[src/rtl/inst_cache.sv]
// Direct-mapped, one-word-per-line instruction cache between the CPU SRAM-like port
// and the bus SRAM-like port; one outstanding request at a time.
module inst_cache #(
  parameter int unsigned INDEX_W = 6
) (
  input  logic        clk,
  input  logic        rstn,
  input  logic        cpu_inst_req,
  input  logic        cpu_inst_wr,
  input  logic [1:0]  cpu_inst_size,
  input  logic [31:0] cpu_inst_addr,
  input  logic [31:0] cpu_inst_wdata,
  output logic [31:0] cpu_inst_rdata,
  output logic        cpu_inst_addr_ok,
  output logic        cpu_inst_data_ok,
  output logic        cache_inst_req,
  output logic        cache_inst_wr,
  output logic [1:0]  cache_inst_size,
  output logic [31:0] cache_inst_addr,
  output logic [31:0] cache_inst_wdata,
  input  logic [31:0] cache_inst_rdata,
  input  logic        cache_inst_addr_ok,
  input  logic        cache_inst_data_ok
);

  localparam int unsigned LINES = 2 ** INDEX_W;
  localparam int unsigned TAG_W = 30 - INDEX_W;

  typedef enum logic [2:0] {IDLE, LOOKUP, MISS, WAIT, RESP} state_t;

  state_t             state;
  logic [LINES-1:0]   valid;
  logic [TAG_W-1:0]   tag_mem  [LINES];
  logic [31:0]        data_mem [LINES];

  logic [31:0]        req_addr;
  logic [31:0]        req_wdata;
  logic               req_wr;
  logic [1:0]         req_size;

  logic [INDEX_W-1:0] req_idx_c;
  logic [TAG_W-1:0]   req_tag_c;
  logic               uncached_c;
  logic               tag_match_c;
  logic               hit_c;
  logic               fill_c;

  assign req_idx_c   = req_addr[INDEX_W+1:2];
  assign req_tag_c   = req_addr[31:INDEX_W+2];
  assign uncached_c  = req_wr | (req_addr[31:29] == 3'b101);
  assign tag_match_c = valid[req_idx_c] & (tag_mem[req_idx_c] == req_tag_c);
  assign hit_c       = ~uncached_c & tag_match_c;
  assign fill_c      = (state == WAIT) & cache_inst_data_ok & ~uncached_c;

  // Line storage; only the valid bits need a reset.
  always_ff @(posedge clk) begin
    if (fill_c) begin
      data_mem[req_idx_c] <= cache_inst_rdata;
      tag_mem[req_idx_c]  <= req_tag_c;
    end
  end

  always_ff @(posedge clk or negedge rstn) begin
    if (!rstn) begin
      state            <= IDLE;
      valid            <= '0;
      req_addr         <= '0;
      req_wdata        <= '0;
      req_wr           <= 1'b0;
      req_size         <= 2'b10;
      cpu_inst_rdata   <= '0;
      cpu_inst_addr_ok <= 1'b0;
      cpu_inst_data_ok <= 1'b0;
      cache_inst_req   <= 1'b0;
      cache_inst_wr    <= 1'b0;
      cache_inst_size  <= 2'b10;
      cache_inst_addr  <= '0;
      cache_inst_wdata <= '0;
    end else begin
      cpu_inst_data_ok <= 1'b0;
      cpu_inst_rdata   <= '0;
      case (state)
        IDLE: begin
          if (cpu_inst_req && cpu_inst_addr_ok) begin
            req_addr         <= cpu_inst_addr;
            req_wdata        <= cpu_inst_wdata;
            req_wr           <= cpu_inst_wr;
            req_size         <= cpu_inst_size;
            cpu_inst_addr_ok <= 1'b0;
            state            <= LOOKUP;
          end else begin
            cpu_inst_addr_ok <= 1'b1;
          end
        end
        LOOKUP: begin
          if (hit_c) begin
            cpu_inst_data_ok <= 1'b1;
            cpu_inst_rdata   <= data_mem[req_idx_c];
            cpu_inst_addr_ok <= 1'b1;
            state            <= IDLE;
          end else begin
            // A CPU write may be modifying code held in the cache: drop that line.
            if (req_wr && tag_match_c) begin
              valid[req_idx_c] <= 1'b0;
            end
            cache_inst_req <= 1'b1;
            if (uncached_c) begin
              cache_inst_addr  <= req_addr;
              cache_inst_size  <= req_size;
              cache_inst_wr    <= req_wr;
              cache_inst_wdata <= req_wdata;
            end else begin
              cache_inst_addr  <= {req_addr[31:2], 2'b00};
              cache_inst_size  <= 2'b10;
              cache_inst_wr    <= 1'b0;
              cache_inst_wdata <= '0;
            end
            state <= MISS;
          end
        end
        MISS: begin
          if (cache_inst_addr_ok) begin
            cache_inst_req <= 1'b0;
            state          <= WAIT;
          end
        end
        WAIT: begin
          if (cache_inst_data_ok) begin
            cpu_inst_data_ok <= 1'b1;
            cpu_inst_rdata   <= cache_inst_rdata;
            if (!uncached_c) begin
              valid[req_idx_c] <= 1'b1;
            end
            state <= RESP;
          end
        end
        RESP: begin
          cpu_inst_addr_ok <= 1'b1;
          state            <= IDLE;
        end
        default: begin
          state <= IDLE;
        end
      endcase
    end
  end

endmodule

[config.mk]
export PLATFORM = sky130hd
export DESIGN_NAME = inst_cache
export DESIGN_NICKNAME = d
export VERILOG_FILES = /design/src/rtl/inst_cache.sv
export SDC_FILE = /design/constraint.sdc
export NUM_CORES = 2
export LEC_CHECK = 0
export ABC_CLOCK_PERIOD_IN_PS = 18650
export CORE_ASPECT_RATIO = 0.6
export CORE_MARGIN = 1.5
export CORE_UTILIZATION = 53
export DETAILED_ROUTE_END_ITERATION = 8
export PLACE_DENSITY_LB_ADDON = 0.1
export SETUP_SLACK_MARGIN = 0.1
export SLEW_MARGIN = 20
export SYNTH_ARGS = -nofsm -noshare
export SYNTH_HDL_FRONTEND = slang
export SYNTH_SLANG_ARGS = --single-unit
[constraint.sdc]
create_clock -name clk -period 18.65 [get_ports clk]
set_input_delay 3.73 -clock clk [delete_from_list [all_inputs] [get_ports clk]]
set_output_delay 3.73 -clock clk [all_outputs]
set_load 0.005 [all_outputs]
==> impl_metrics.yaml <==
status:
  status: "finished clean"
yosys:
  syn_area_mm2: 0.143
  synthCells: 7649
  syn_nets: 7753
  synth_ff_type: "edfxtp_1"
  synth_top_area_frac: 0.753
  synth_largest_area_cell: "edfxtp_1"
  async_reset_ff_frac: 0.0618
  ys.warnings.count: 0
  synth_enable_flop_cells: 3584
  yosysMostFrequentCell: "edfxtp_1"
  avgSynthCellArea_um2: 18.7
  synth.top_cells.by_area: "edfxtp_1 (75%), dfrtp_1 (4.1%), mux4_2 (3.7%)"
  synth_seq_cells: 3820
  yosysSeqAreaShare: 0.795
  synth_common_cells: "edfxtp_1 (3584), o22ai_1 (794), mux2i_1 (312), clkbuf_1 (298)"
  ys_types: 85
worst_setup_path:
  required_ns: 19.42
  critPathMaxFanout: 55
  critPathKind: "reg2reg"
  cp-start-kind: "register"
  arrival_ns: 9.69
  r2r_slack_ns: 9.73
  endpoint_kind: "register"
grt:
  grt_pass1_vias: 79000
  track_usage: 0.368
  antenna_found_initial: 34
  grt_max_degree: 107
  grt_pass1_wl_um: 682000
  overflow: 0
floorplan:
  fp.dieArea_mm2: 0.273
  io_pins: 206
  core_mm2: 0.268
  core.rowCount: 147
  initial_core_util: 0.534
  die_h_um: 405
  die_w_um: 673
final_layout:
  drive_above_1_share: 0.176
  design_area_mm2: 0.162
  nets: 8130
  area_growth_syn_to_layout_pct: 13.4
route:
  drc: 0
  firstDrtPassIters: 6
  wl_per_cell_um: 42.7
  via_per_inst: 7.21
  drt_iter0_drc: 16600
  vias: 85600
  wl_um: 508000
  drtAntennaViolNets: 0
cts:
  root_buffer: "clkbuf_16"
  cts_buffers: 343
  cts_setup_buffers: 0
  ctsHoldBuffers: 0
  htreeDepth: 5
  tritoncts: "built"
  insertion_delay_ns: 0.90
  cts.path.max_buffers: 4
  clkTransAtPathRegs_ns: 0.06
  post_cts_resized: 0
  cts.sinks: 3820
sta:
  max_freq_mhz: 112
  fin_crit_ns: 8.92
  setup_tns_ns: 0
  tightest_slew_ns: 1.38
  final_max_slew_viol_count: 0
  max-slew-margin-rel: 0.0823
  final_hold_viol_count: 0
  fin_crit_sh: 0.478
  rsz0062_at_grt: "no"
  skew_ns: 0.0548
  setup_viol: 0
flow_run:
  cap_violations: 0
placement:
  io_buffers: 205
  place_hpwl_um: 287000
  placed_area_mm2: 0.151
  gp_congestion: 0.939
power:
  internal-power_mw: 16.5
  p_sw_frac: 0.356
  power_mw: 25.6
  combPwrFrac: 0.314
  pwr-share-seq: 0.403
  power.density_mw_per_mm2: 158
  pwr-share-clk: 0.282
  power_leakage_nw: 51.5
  switchingPower_mw: 9.11
  vdd_drop_max_v: 0.000120
worst_hold_path:
  hold_path_class: "reg2reg"
-- stage by stage --
| step | setup WS [ns] | instances | hold slack (ns) | util |
|---|---|---|---|---|
| 6_report | 9.73 | 11900 | 0.484 | 0.605 |
| 5_1_grt | 9.32 | 11900 | 0.513 | 0.605 |
| 4_1_cts | 9.68 | 11900 | 0.482 | 0.604 |
| 3_5_place_dp | 9.70 | 11300 | 0.467 | 0.562 |
| 3_3_place_gp | 9.64 | 11200 | 0.463 | 0.561 |
| 2_1_floorplan | 11.15 | 7649 | 0.459 | - |
-- power by group through the flow --
| stage | Sequential [mW] | Combinational (mW) | Clock [mW] |
|---|---|---|---|
| after CTS | 10.3 | 7.77 | 7.26 |
| after detailed placement | 10.5 | 7.75 | 0 |
| after global routing | 10.3 | 8.18 | 7.58 |
| after global placement | 10.5 | 7.68 | 0 |
| after floorplan | 10.6 | 3.84 | 0 |
| final | 10.3 | 8.06 | 7.23 |
-- cell type report --
| type | count | area [µm²] |
|---|---|---|
| well taps | 3576 | 4470 |
| clock inverters | 153 | 1690 |
| inverters | 11 | 48.8 |
| diodes | 10 | 25.0 |
| flip-flops and latches | 3820 | 114000 |
| multi-input cells | 3307 | 27800 |
| clock buffers | 462 | 9560 |
| repair buffers | 543 | 4810 |
| fillers | 19300 | 106000 |
-- routing by layer --
layer	wire, µm	vias up	GRT usage
li1	-	32700	-
met5	250	-	0
met1	197000	44700	0.555
met4	19800	32	0.123
met3	83900	987	0.132
met2	207000	7265	0.497
-- logic make-up after synthesis --
family / count (synthesis) / synth area share
buffers and inverters: 522 / 0.0160
XOR/XNOR: 21 / 0.00129
multiplexers: 772 / 0.0766
flip-flops: 3820 / 0.795
AO/OA/AOI/OAI: 1748 / 0.0840
AND/OR/NAND/NOR: 766 / 0.0275
-- cell usage in the layout (no fill, tap or decap), types with 25 or more instances in the layout --
| cell | count |
|---|---|
| edfxtp_1 | 3584 |
| o22ai_1 | 794 |
| clkbuf_16 | 357 |
| mux2i_1 | 312 |
| buf_4 | 310 |
| mux4_2 | 234 |
| dfrtp_1 | 208 |
| mux2_2 | 196 |
| clkdlybuf4s50_1 | 172 |
| nor2_1 | 156 |
| nand2_1 | 142 |
| a21oi_1 | 138 |
| o221ai_1 | 137 |
| a22oi_1 | 129 |
| nor4_1 | 98 |
| o21ai_0 | 85 |
| a221oi_1 | 85 |
| clkbuf_1 | 81 |
| a31oi_1 | 80 |
| nor3_1 | 73 |
| nor2_4 | 67 |
| nand3_1 | 62 |
| o22a_1 | 57 |
| a22o_1 | 54 |
| clkinv_1 | 50 |
| clkinv_2 | 46 |
| bufinv_16 | 36 |
| o41ai_1 | 33 |
| o31ai_1 | 31 |
| mux2_1 | 30 |
| buf_2 | 30 |
| o21ai_1 | 25 |
-- registers in the layout, summed over array words and instances, names as in the netlist, named ones only --
register and cells:
state 3, data_mem 2048, cache_inst_wdata 32, req_wr 1, cpu_inst_addr_ok 1, cache_inst_addr 32
req_size 2, cpu_inst_data_ok 1, cache_inst_req 1, req_wdata 32, cache_inst_size 2, cpu_inst_rdata 32
cache_inst_wr 1, req_addr 32, tag_mem 1536
-- worst max-delay path: stages (launching register included) --
cell	delay (ns)
dfrtp_4	0.69
buf_4	0.66
buf_4	0.79
buf_4	0.83
buf_4	0.77
mux4_2	0.59
a22oi_1	0.18
nand3_1	0.12
a221oi_2	0.26
xnor2_1	0.10
nor3_1	0.40
nand4_1	0.50
or4_1	0.69
buf_4	0.26
o21ai_4	0.68
buf_4	0.68
mux2_1	0.38
-- final timing paths --
path	start	to	cells past startpoint
setup / recovery	req_addr[2]$_DFFE_PN0P_	cache_inst_addr[29]$_DFFE_PN0P_	16
hold / removal	cache_inst_size[1]$_DFFE_PN1P_	cache_inst_size[1]$_DFFE_PN1P_	2
setup reg to reg	req_addr[2]$_DFFE_PN0P_	cache_inst_addr[29]$_DFFE_PN0P_	16
hold reg to reg	cache_inst_size[1]$_DFFE_PN1P_	cache_inst_size[1]$_DFFE_PN1P_	2
max in group asynchronous	rstn	req_addr[28]$_DFFE_PN0P_	3
min in group asynchronous	rstn	req_addr[13]$_DFFE_PN0P_	1
Power figures use the tool's default switching activity.
